$ cat src/rtl/mult_seq_controller.sv
// Sequencer for an iterative LUT-based shift-accumulate multiplier datapath:
// clear/operand load, one-hot LUT loads, then ITERS shift/add rounds with a start/done handshake.
module mult_seq_controller #(
  parameter int NUM_LUT = 2,
  parameter int ITERS   = 4,
  localparam int CNT_W  = (ITERS > 1) ? $clog2(ITERS) : 1
) (
  input  logic               clk,
  input  logic               rst,
  input  logic               start,
  input  logic               done_ack,
  input  logic               abort,
  output logic               rst_out,
  output logic               ld_A,
  output logic               ld_B,
  output logic [NUM_LUT-1:0] lut_ld,
  output logic [1:0]         shctrl,
  output logic               ld_out,
  output logic               busy,
  output logic               done,
  output logic [CNT_W-1:0]   iter
);

  localparam int LUT_W = (NUM_LUT > 1) ? $clog2(NUM_LUT) : 1;
  localparam logic [LUT_W-1:0] LUT_LAST  = LUT_W'(NUM_LUT - 1);
  localparam logic [CNT_W-1:0] ITER_LAST = CNT_W'(ITERS - 1);

  typedef enum logic [2:0] {
    S_IDLE  = 3'd0,
    S_LOAD  = 3'd1,
    S_LUT   = 3'd2,
    S_SHIFT = 3'd3,
    S_ACC   = 3'd4,
    S_DONE  = 3'd5
  } state_t;

  state_t             state, state_nx;
  logic [LUT_W-1:0]   lut_idx, lut_nx;
  logic [CNT_W-1:0]   iter_nx;
  logic [NUM_LUT-1:0] lut_onehot;

  always_comb begin
    state_nx = state;
    lut_nx   = lut_idx;
    iter_nx  = iter;
    if (abort) begin
      state_nx = S_IDLE;
      if (state != S_IDLE) begin
        lut_nx  = '0;
        iter_nx = '0;
      end
    end else begin
      case (state)
        S_IDLE:  if (start) state_nx = S_LOAD;
        S_LOAD: begin
          lut_nx   = '0;
          iter_nx  = '0;
          state_nx = S_LUT;
        end
        S_LUT: begin
          if (lut_idx == LUT_LAST) state_nx = S_SHIFT;
          else                     lut_nx   = lut_idx + LUT_W'(1);
        end
        S_SHIFT: state_nx = S_ACC;
        S_ACC: begin
          if (iter == ITER_LAST) begin
            state_nx = S_DONE;
          end else begin
            iter_nx  = iter + CNT_W'(1);
            state_nx = S_SHIFT;
          end
        end
        S_DONE:  if (done_ack) state_nx = start ? S_LOAD : S_IDLE;
        default: begin
          state_nx = S_IDLE;
          lut_nx   = '0;
          iter_nx  = '0;
        end
      endcase
    end
  end

  always_comb begin
    lut_onehot = '0;
    for (int unsigned i = 0; i < NUM_LUT; i++)
      lut_onehot[i] = (lut_nx == LUT_W'(i));
  end

  // Outputs are registered from the next-state decode so they line up with the state register.
  always_ff @(posedge clk or negedge rst) begin
    if (!rst) begin
      state   <= S_IDLE;
      lut_idx <= '0;
      iter    <= '0;
      rst_out <= 1'b0;
      ld_A    <= 1'b0;
      ld_B    <= 1'b0;
      lut_ld  <= '0;
      shctrl  <= 2'b00;
      ld_out  <= 1'b0;
      busy    <= 1'b0;
      done    <= 1'b0;
    end else begin
      state   <= state_nx;
      lut_idx <= lut_nx;
      iter    <= iter_nx;
      rst_out <= (state_nx == S_LOAD);
      ld_A    <= (state_nx == S_LOAD);
      ld_B    <= (state_nx == S_LOAD);
      lut_ld  <= (state_nx == S_LUT) ? lut_onehot : '0;
      shctrl  <= (state_nx == S_SHIFT) ? 2'b01 :
                 (state_nx == S_ACC)   ? 2'b10 : 2'b00;
      ld_out  <= (state_nx == S_ACC);
      busy    <= (state_nx != S_IDLE) && (state_nx != S_DONE);
      done    <= (state_nx == S_DONE);
    end
  end

endmodule

$ cat config.mk
export PLATFORM = sky130hd
export DESIGN_NAME = mult_seq_controller
export DESIGN_NICKNAME = d
export VERILOG_FILES = /design/src/rtl/mult_seq_controller.sv
export SDC_FILE = /design/constraint.sdc
export NUM_CORES = 1
export LEC_CHECK = 0
export ABC_AREA = 1
export CORE_MARGIN = 2
export CORE_UTILIZATION = 50
export DETAILED_ROUTE_END_ITERATION = 10
export GPL_TIMING_DRIVEN = 0
export PLACE_DENSITY = 0.77
export SLEW_MARGIN = 20
export SYNTH_ARGS = -nofsm -noshare
export SYNTH_HDL_FRONTEND = slang
export SYNTH_SLANG_ARGS = --single-unit
$ cat constraint.sdc
create_clock -name clk -period 1.7 [get_ports clk]
set_input_delay 0.34 -clock clk [delete_from_list [all_inputs] [get_ports clk]]
set_output_delay 0.34 -clock clk [all_outputs]
set_load 0.05 [all_outputs]
Word level (Yosys, flattened, before mapping)
Cells that the tools add are included.

word-level totals
  register bits = 14
  bits of input ports = 5
  output and inout port bits = 12
  word-level logic and storage cells = 52

operators by class
  add/sub/neg operators = 2
  eq/ne operators = 15
  multiplexer cells = 18
  bitwise operators = 1
  reduce and logical (&&, ||, !) cells = 7

operator list
  operator                                               count
  case mux 3 bit (6 select lines)                        1
  2-to-1 mux 3 bit                                       5
  == test 3 x 2 -> 1 bit, second input constant          4
  == test 3 bit, second input constant                   4
  2-to-1 mux 2 bit                                       6
  OR reduction 4 bit                                     2
  == test 3 x 1 -> 1 bit, second input constant          2
  inequality test 3 bit, second input constant           2
  nonzero test 3 bit                                     2
  2-to-1 mux 1 bit                                       4
  inequality test 2 x 1 -> 1 bit, second input constant  2
  case mux 2 bit (2 select lines)                        1
  logical NOT 3 bit                                      1
  AND reduction 3 bit                                    1
  adder 2 x 1 -> 2 bit, second input constant            1
  == test 2 bit, second input constant                   1
  case mux 1 bit (2 select lines)                        1
  adder 1 bit, second input constant                     1
  logical AND 1 bit                                      1
  inverter 1 bit                                         1

Longest topological paths before layout
Gate-level depths: netlist of the first run.

  word-level depth = 7
  gate-level depth with buffers = 8
  gate-level depth less buffers = 8

Least setup slack after synthesis of the first run
Ideal clock, no wire load.

  path type = reg-to-reg
  start = reg iter[0]
  end = reg busy
  library setup time = 0.117 ns
  arrival = 1.285 ns
  data required time = 1.583 ns
  setup slack = 0.299 ns
  cell stages (with the launch flop) = 8
  path buffers = 0
  clock period less this slack = 1.401 ns
  path through = dfrtp_1 -> ha_1 -> nand3_1 -> nand3_2 -> nand2_2 -> inv_2 -> nand2_2 -> nand2_1

on the way
  cells in the longest elaborated chain, start to end = 6
  elaborated cells between the ends (all ways) = 7
  classes of those cells = 2 x eq/ne; 3 x mux; 2 x reduce/logical

ends and longest elaborated chain
  item                                                         RTL line  text
  from (decl)                                                  21        output logic [CNT_W-1:0] iter
  from (signal assigned)                                       106       iter <= iter_nx;
  == test 2 bit (*)                                            66        if (iter == ITER_LAST) begin
  2-to-1 mux 3 bit (*)                                         66
  case mux 3 bit (6 select lines) (*)                          53        case (state)
  2-to-1 mux 3 bit (*)                                         46        if (abort) begin
  via state_nx[2]                                              37        state_t state, state_nx;
  inequality test 3 bit or nonzero test 3 bit (tied branches)  114       busy <= (state_nx != S_IDLE) && (state_nx != S_DONE);
  logical AND 1 bit (*)                                        114
  to (signal assigned)                                         114
  to (decl)                                                    19        output logic busy,

The timed path passes the listed nets; every way through them passes the cells marked *.
A chain may end at the register's enable or synchronous reset.

==> metrics.yaml, run 1 <==
drive_above_1_share_pct: 19.80
io_pins: 17
start_util_pct: 52.88
yosys.area_share.simple_pct: 35.64
final.setup.tns_ns: 0
finalMaxSlewViolations: 0
grt_overflow: 0
cts.htree.levels: 1
cap_violations: 0
vias_per_cell: 4.888
antenna_cells: 0
postCtsHoldBufs: 0
areaGrowthSynthToFinish_pct: 29.09
synth.most_common_cell: "nand2_1"
hold_viol: 0
relSlewSlack_pct: 58.38
antenna_found_initial: 0
reg2reg_from: "state[1]$_DFF_PN0_"
place_hpwl_um: 1016
dpl.cell_count: 112
worst_ep_arrival_time_ns: 1.25
synth_seq_cells: 14
setup_viol: 0
clock.fmax_mhz: 627.5
io_buffers: 16
wl_um: 1325
yosysTopAreaCell: "dfrtp_1"
clockBufferDepth: 2
dr_total_vias: 567
stdcell_count: 116
synthAdderAreaFrac_pct: 1.818
hold_class: "input pin to async pin"
row_count: 13
synth_area_um2: 688.2
skew_ns: 0.008671
yosys.area.top_type_share_pct: 50.91
grt_max_degree: 15
cts_tree: "yes"
fillers: 109
grt_pass1_vias: 534
drcViolationCount: 0
worstSetupStartpointType: "register"
cts_setup_buffers: 0
cts-root-buf: "clkbuf_4"
dieArea_mm2: 0.001689
power_uw: 801.0
fin_crit_sh_pct: 93.74
tightest_slew_ns: 0.6224
syn_inst: 81
synth_top_family_by_area: "simple AND/OR/NAND/NOR gates"
p_per_area_mw_per_mm2: 901.6
clk_pin_slew_ns: 0.09
synth.distinct_cells: 18
synthArstFlopShare_pct: 100.0
synth_xor_area_share_pct: 0
detail_route.iter0.violations: 13
firstDrtPassIters: 4
wl_per_cell_um: 11.42
max-vdd-ir-drop_mv: 0.6305
drtAntennaViolNets: 0
synth_compound_area_share_pct: 3.455
gp_congestion: 0.7903
path_class: "register to primary output"
cts.sinks: 14
synth_edf_count: 0
synthTopCellsByArea: "dfrtp_1 (51%), nand2_1 (12%), nand3_1 (5.1%)"
multi_input_area_um2: 281.5
yosysWarningCount: 0
ys.flop_type: "dfrtp_1"
post-route-min-period_ns: 1.594
regArea_um2: 350.3
syn-mean-instance-area_um2: 8.496
status: "finished clean"
final_core_util_pct: 68.27
critPathMaxFanout: 3
cts_buffers: 3
track_usage_pct: 20.25
yosysSeqAreaShare_pct: 50.91
grt_first_pass_wirelength_um: 2076
worst_setup_path_end_kind: "primary output"
required_ns: 1.36
synth_common_cells: "nand2_1 (22), dfrtp_1 (14), inv_1 (8)"
leakagePower_uw: 0.0005359
synth_nets: 87
critPathLaunch: "ld_B$_DFF_PN0_"
die_height_um: 41.10
die_x_um: 41.10
clkLatencyLatePin_ns: 0.28
synth.area.mux_share_pct: 0
coreArea_mm2: 0.001301
finalNetCount: 108
grt_setup_unrepaired: "false"
==> state kept, by name (all words and copies together) (netlist names) <==
signal   flops
done         1
lut_ld       2
ld_out       1
state        3
shctrl       2
lut_idx      1
iter         2
busy         1
ld_B         1
==> where the power goes <==
group          total, uW  leakage (uW)  switching (uW)  internal, uW
Sequential           373      0.000191            19.6           353
Clock                233     0.0000210             103           130
Combinational        195      0.000324             136          59.5
Total                801      0.000536             258           543
==> stage by stage <==
step | cell area (um^2) | setup WS, ns | hold slack (ns)
2_1_floorplan | 688.2 | 0.2986 | 0.04441
3_5_place_dp | 867.1 | 0.1178 | 0.5016
4_1_cts | 888.4 | 0.09078 | 0.4555
5_1_grt | 888.4 | 0.02691 | 0.5018
3_3_place_gp | 867.1 | 0.1373 | 0.5016
6_report | 888.4 | 0.1064 | 0.4450
==> layout make-up <==
| type | count | area share (%) |
|---|---|---|
| inverters | 11 | 4.648 |
| plain buffers | 2 | 1.690 |
| flip-flops and latches | 14 | 39.44 |
| well taps | 15 | 2.113 |
| repair buffers | 16 | 16.34 |
| multi-input cells | 54 | 31.69 |
| clock buffers | 4 | 4.085 |
==> cell usage in the layout (no fill, tap or decap), drive strengths merged <==
cell type      netlist  routed
a21oi                1       1
buf                  2       2
clkbuf               0       4
clkdlybuf4s50        0       4
dfrtp               14      14
dlygate4sd2          0      12
ha                   1       1
inv                 11      11
nand2               26      26
nand3                9       9
nand3b               2       2
nand4                2       2
nor2                 8       8
nor3                 2       2
o21ai                3       3
==> worst max-delay path, stage by stage, from the launching register on <==
cell           delay (ns)
dfrtp_1              0.37
buf_4                0.11
dlygate4sd2_1        0.51
==> per-layer routing <==
layer	share of wire, %	routed length [um]	GRT usage [%]	vias to the layer above
met1	42	554	18.90	259
met5	0	0	0	-
met4	0.91	12	11.29	0
li1	-	-	-	294
met2	52	686	36.72	12
met3	5.4	71	8.152	2
==> kinds of logic after synthesis <==
kind of cell    count (synthesis)
buf+inv                        13
fa+ha+maj                       1
compound gates                  4
flops                          14
simple gates                   49
==> worst paths after layout <==
kind / to / slack (ns) / cells past startpoint
max reg2reg: lut_ld[1]$_DFF_PN0_ / 0.40 / 7
max: rst_out / 0.11 / 2
min in group clk: iter[1]$_DFFE_PN0P_ / 0.52 / 2
min reg2reg: iter[1]$_DFFE_PN0P_ / 0.52 / 2
max in group asynchronous: shctrl[0]$_DFF_PN0_ / 0.85 / 1
min: lut_ld[0]$_DFF_PN0_ / 0.44 / 1
==> what timing repair did <==
action,CTS,global route
hold endpoints to repair,0,0
resized for setup,12,0
endpoints found under the setup margin,12,0
Power figures use the tool's default switching activity.
==> run 2, diff against run 1 <==
Settings changed: CTS_BUF_LIST from default to sky130_fd_sc_hd__clkbuf_16.
Clock period 1.7 ns to 2 ns, I/O delays scaled along.
==> run 2 against run 1 <==
  * Wire length rose by 3.2%
  * Die area stayed put
  * Clock-buffer cell count shrank 1
  * Global-route usage increased by 1.5 points
  * Critical path depth unchanged
  * Setup slack gained 0.0062 ns
==> metrics.yaml, run 2 (synthesis gave the netlist of run 1 again) <==
drcViolationCount: 0  # unchanged
final.setup.tns_ns: 0  # unchanged
ctsResizeCount: 0  # was 12
hold_class: "register to register"  # was input pin to async pin
worst_setup_path_end_kind: "primary output"  # unchanged
max-vdd-ir-drop_mv: 0.6211  # was 0.6305 mV
postCtsHoldBufs: 0  # unchanged
antenna_found_initial: 0  # unchanged
grt_overflow: 0  # unchanged
post-route-min-period_ns: 1.887
place_hpwl_um: 1016  # unchanged
coreArea_mm2: 0.001301  # unchanged
cts_setup_buffers: 0  # unchanged
grtUsageMet2_pct: 37.11  # was 36.72%
vias_per_cell: 4.983  # was 4.888
row_count: 13  # unchanged
areaGrowthSynthToFinish_pct: 37.45  # was 29.09%
drtAntennaViolNets: 0  # unchanged
finalMaxSlewViolations: 0  # unchanged
gp_congestion: 0.7903  # unchanged
cts_tree: "yes"  # unchanged
reg2regPathDepth: 5  # was 7
grt_first_pass_wirelength_um: 2180  # was 2076 um
antenna_cells: 0  # unchanged
busiest_layer: "met2"  # unchanged
io_pins: 17  # unchanged
wl_um: 1367  # was 1325 um
critPathMaxFanout: 3  # unchanged
cts_buffers: 3  # unchanged
dpl.cell_count: 112  # unchanged
fin_crit_sh_pct: 94.37
dieArea_mm2: 0.001689  # unchanged
grt_max_degree: 15  # unchanged
worstSetupStartpointType: "register"  # unchanged
cts.sinks: 14  # unchanged
leakagePower_uw: 0.0005009  # was 0.0005359 uW
relSlewSlack_pct: 58.91  # was 58.38%
hold-path-cell-count: 2
clkLatencyLatePin_ns: 0.24  # was 0.28 ns
status: "finished clean"  # unchanged
max_flop_register: "state"  # unchanged
cap_violations: 0  # unchanged
dr_total_vias: 578  # was 567
setup_viol: 0  # unchanged
cts.htree.levels: 1  # unchanged
drive_above_1_share_pct: 18.81  # was 19.80%
clock.fmax_mhz: 529.8
largest_reg_flops: 3  # unchanged
grt_setup_unrepaired: "false"  # unchanged
fillers: 91  # was 109
r2r_setup_slack_ns: 0.70  # was 0.40 ns
track_usage_pct: 21.75  # was 20.25%
grt_use_met3_pct: 8.696  # was 8.152%
skew_ns: 0.001840  # was 0.008671 ns
die_height_um: 41.10  # unchanged
cts-root-buf: "clkbuf_16"  # was clkbuf_4
clockBufferDepth: 2  # unchanged
stdcell_count: 116  # unchanged
wl_per_cell_um: 11.78  # was 11.42 um
final_common_cell: "nand2_1"  # unchanged
die_x_um: 41.10  # unchanged
firstDrtPassIters: 4  # unchanged
p_per_area_mw_per_mm2: 912.5  # was 901.6 mW/mm^2
path_class: "register to primary output"  # unchanged
io_buffers: 16  # unchanged
worst_ep_arrival_time_ns: 1.49  # was 1.25 ns
tightest_slew_ns: 0.6144  # was 0.6224 ns
met1_usage_pct: 21.38  # was 18.90%
hold_viol: 0  # unchanged
grt_pass1_vias: 542  # was 534
clk_pin_slew_ns: 0.04  # was 0.09 ns
layout_common_cells: "nand2_1 (22), clkdlybuf4s50_1 (16), dfrtp_1 (14), inv_1 (8), nand3_1 (7)"  # was nand2_1 (22), dfrtp_1 (14), dlygate4sd2_1 (12), inv_1 (8), nand3_1 (7)
start_util_pct: 52.88  # unchanged
required_ns: 1.60  # was 1.36 ns
finalNetCount: 108  # unchanged
detail_route.iter0.violations: 10  # was 13
[run 2: through the flow]
stage	total power (uW)	hold slack, ns	utilization, %	area (um^2)	setup WS (ns)
detailed placement	498.3	0.5016	66.63	867.1	0.3578
CTS	872.1	0.5407	72.69	945.9	0.1011
global placement	495.4	0.5016	66.63	867.1	0.3773
global route	907.6	0.5662	72.69	945.9	0.04490
finish	863.1	0.5324	72.69	945.9	0.1126
floorplan	440.7	0.1044	-	688.2	0.5986
[run 2: report_power, final]
group | internal [uW] | leakage (uW) | total (uW) | switching, uW
combinational | 60.4 | 0.000271 | 177 | 117
clock | 263 | 0.0000385 | 367 | 104
sequential | 302 | 0.000191 | 319 | 16.7
[run 2: worst max-delay path, stage by stage, from the launching register on]
cell and delay, ns:
dfrtp_1 0.36, buf_4 0.11, clkdlybuf4s50_1 0.78
[run 2: metal layers]
| metal | wire length [um] | vias to the layer above |
|---|---|---|
| met3 | 50 | 2 |
| met5 | 0 | - |
| met2 | 730 | 15 |
| met4 | 16 | 0 |
| met1 | 569 | 264 |
| li1 | - | 297 |
[run 2: path summary, 6_finish.rpt]
kind                                           from             endpoint
worst max-delay path                 ld_B$_DFF_PN0_              rst_out
worst min-delay path            iter[1]$_DFFE_PN0P_  iter[1]$_DFFE_PN0P_
worst max register to register   state[1]$_DFF_PN0_       ld_B$_DFF_PN0_
worst min register to register  iter[1]$_DFFE_PN0P_  iter[1]$_DFFE_PN0P_
max in group asynchronous                       rst  shctrl[0]$_DFF_PN0_
min in group asynchronous                       rst  lut_ld[0]$_DFF_PN0_
[run 2: final cells by class]
type	instances	area (um^2)	area share (%)
flip-flops and latches	14	350.3	37.04
multi-input cells	54	281.5	29.76
repair buffers	16	160.2	16.93
clock buffers	3	75.07	7.937
inverters	11	41.29	4.365
well taps	15	18.77	1.984
plain buffers	2	15.01	1.587
clock inverters	1	3.754	0.3968
==> run 3, diff against run 2 <==
Settings changed: CELL_PAD_IN_SITES_DETAIL_PLACEMENT from default to 1, CELL_PAD_IN_SITES_GLOBAL_PLACEMENT from default to 1, CORE_UTILIZATION 50 to 37.
==> run 3 against run 2 <==
  * Power fell by 0.59%
  * Combinational power barely moved
  * Clock power fell by 2%
  * Final area rose by 0.93%
  * Cell count rose by 7.8%
  * Flip-flop and latch count did not move
  * Critical path type unchanged
  * Largest cell class unchanged
  * Highest routed layer unchanged
==> metrics.yaml, run 3 (synthesis gave the netlist of run 1 again) <==
p_clk_share_pct: 41.9  # was 42.5%
crit_chain: "buf_4 > clkdlybuf4s50_1"  # unchanged
setup_viol: 0  # unchanged
critPathMaxFanout: 3  # unchanged
final.setup.tns_ns: 0  # unchanged
worst_setup_path_end_kind: "primary output"  # unchanged
stdcell_area_um2: 954.7  # was 945.9 um^2
cts-root-buf: "clkbuf_16"  # unchanged
detail_route.iter0.violations: 4  # was 10
grt_max_degree: 15  # unchanged
p_int_uw: 622.5  # was 625.4 uW
drive_above_1_share_pct: 19.00  # was 18.81%
relSlewSlack_pct: 58.56  # was 58.91%
cap_violations: 0  # unchanged
clk_pin_slew_ns: 0.04  # about the same
max_flop_register: "state"  # unchanged
drcViolationCount: 0  # unchanged
largest_reg_flops: 3  # unchanged
coreArea_mm2: 0.001745  # was 0.001301 mm^2
layout_common_cells: "nand2_1 (22), clkdlybuf4s50_1 (16), dfrtp_1 (14), inv_1 (8), nand3_1 (7)"  # unchanged
row_count: 15  # was 13
fillers: 215  # was 91
dieArea_mm2: 0.002221  # was 0.001689 mm^2
dr_total_vias: 595  # was 578
leakagePower_uw: 0.0004994  # was 0.0005009 uW
cts_tree: "yes"  # unchanged
antenna_cells: 0  # unchanged
place_hpwl_um: 1169  # was 1016 um
place_area_um2: 879.6  # was 867.1 um^2
start_util_pct: 39.43  # was 52.88%
track_usage_pct: 17.19  # was 21.75%
io_buffers: 16  # unchanged
pre_cts_slack_ns: 0.3534  # was 0.3578 ns
worstSetupStartpointType: "register"  # unchanged
p_seq_share_pct: 37.3  # was 36.9%
fin_crit_sh_pct: 94.60  # was 94.37%
cts.sinks: 14  # unchanged
cts_buffers: 3  # unchanged
clkLatencyLatePin_ns: 0.24  # about the same
io_pins: 17  # unchanged
ctsResizeCount: 0  # unchanged
cts.htree.levels: 1  # unchanged
path_class: "register to primary output"  # unchanged
finalNetCount: 108  # unchanged
grt_setup_unrepaired: "false"  # unchanged
worst_ep_arrival_time_ns: 1.49  # about the same
hold_viol: 0  # unchanged
postCtsHoldBufs: 0  # unchanged
slowest_delay_ns: 0.78  # about the same
grt_pass1_vias: 611  # was 542
vias_per_cell: 4.760  # was 4.983
tightest_slew_ns: 0.6197  # was 0.6144 ns
cts_setup_buffers: 0  # unchanged
die_x_um: 47.13  # was 41.10 um
wl_um: 1537  # was 1367 um
status: "finished clean"  # unchanged
antenna_found_initial: 0  # unchanged
grt_overflow: 0  # unchanged
cpMaxStageDelayCell: "clkdlybuf4s50_1"  # unchanged
finalMaxSlewViolations: 0  # unchanged
final_common_cell: "nand2_1"  # unchanged
firstDrtPassIters: 4  # unchanged
grt_first_pass_wirelength_um: 2628  # was 2180 um
fin_ws_ns: 0.1080  # was 0.1126 ns
gp_congestion: 0.7977  # was 0.7903
wl_per_cell_um: 12.30  # was 11.78 um
skew_ns: 0.001322  # was 0.001840 ns
required_ns: 1.60  # about the same
die_height_um: 47.13  # was 41.10 um
comb_power_share_pct: 20.8  # was 20.6%
post-route-min-period_ns: 1.892  # was 1.887 ns
areaGrowthSynthToFinish_pct: 38.73  # was 37.45%
clock.fmax_mhz: 528.5  # was 529.8 MHz
p_sw_share_pct: 27.45  # was 27.54%
p_per_area_mw_per_mm2: 898.8  # was 912.5 mW/mm^2
clockBufferDepth: 2  # unchanged
hold_class: "register to register"  # unchanged
drtAntennaViolNets: 0  # unchanged
max-vdd-ir-drop_mv: 0.5550  # was 0.6211 mV
power.switching_uw: 235.6  # was 237.7 uW
## run 3: layout make-up
class                   count  area, um^2  share of cell area, %
repair buffers             16       160.2                  16.78
inverters                  11       41.29                  4.325
flip-flops and latches     14       350.3                  36.70
plain buffers               2       15.01                  1.573
multi-input cells          54       281.5                  29.49
well taps                  25       31.28                  3.277
clock buffers               3       75.07                  7.864
## run 3: worst paths after layout
check                      slack (ns)                  end           startpoint  depth (start not counted)
setup / recovery                 0.11              rst_out       ld_B$_DFF_PN0_                          2
hold reg to reg                  0.52  iter[1]$_DFFE_PN0P_  iter[1]$_DFFE_PN0P_                          2
max in group asynchronous        1.04  iter[0]$_DFFE_PN0P_                  rst                          1
setup reg to reg                 0.68       ld_B$_DFF_PN0_   state[1]$_DFF_PN0_                          5
hold / removal                   0.52  iter[1]$_DFFE_PN0P_  iter[1]$_DFFE_PN0P_                          2
min in group asynchronous        0.55  lut_ld[0]$_DFF_PN0_                  rst                          1
## run 3: power by group through the flow
stage,Sequential (uW),Clock [uW],Combinational [uW]
after floorplan,355,0,85.9
after global placement,323,0,174
after CTS,320,372,181
after detailed placement,324,0,179
final,320,360,178
after global routing,323,381,196
## run 3: worst max-delay path: cells and delay by family, from the launching register on
family,cells,cell delay [ns]
buffers and inverters,2,0.89
flip-flops,1,0.36
## run 3: metal layers
metal / track usage [%] / vias up / wire (um)
met5: 0 / - / 0
met4: 5.000 / 0 / 31
met3: 6.154 / 4 / 55
met2: 28.77 / 14 / 773
met1: 20.86 / 283 / 676
li1: - / 294 / -
## run 3: per-stage QoR
step / hold slack [ns] / cells / power [uW] / util (%)
after floorplan: 0.1044 / 81 / 440.7 / -
after global placement: 0.5077 / 122 / 496.8 / 50.39
after detailed placement: 0.5099 / 122 / 503.1 / 50.39
after CTS: 0.5246 / 125 / 872.7 / 54.70
after global routing: 0.5555 / 125 / 899.9 / 54.70
final: 0.5178 / 125 / 858.0 / 54.70
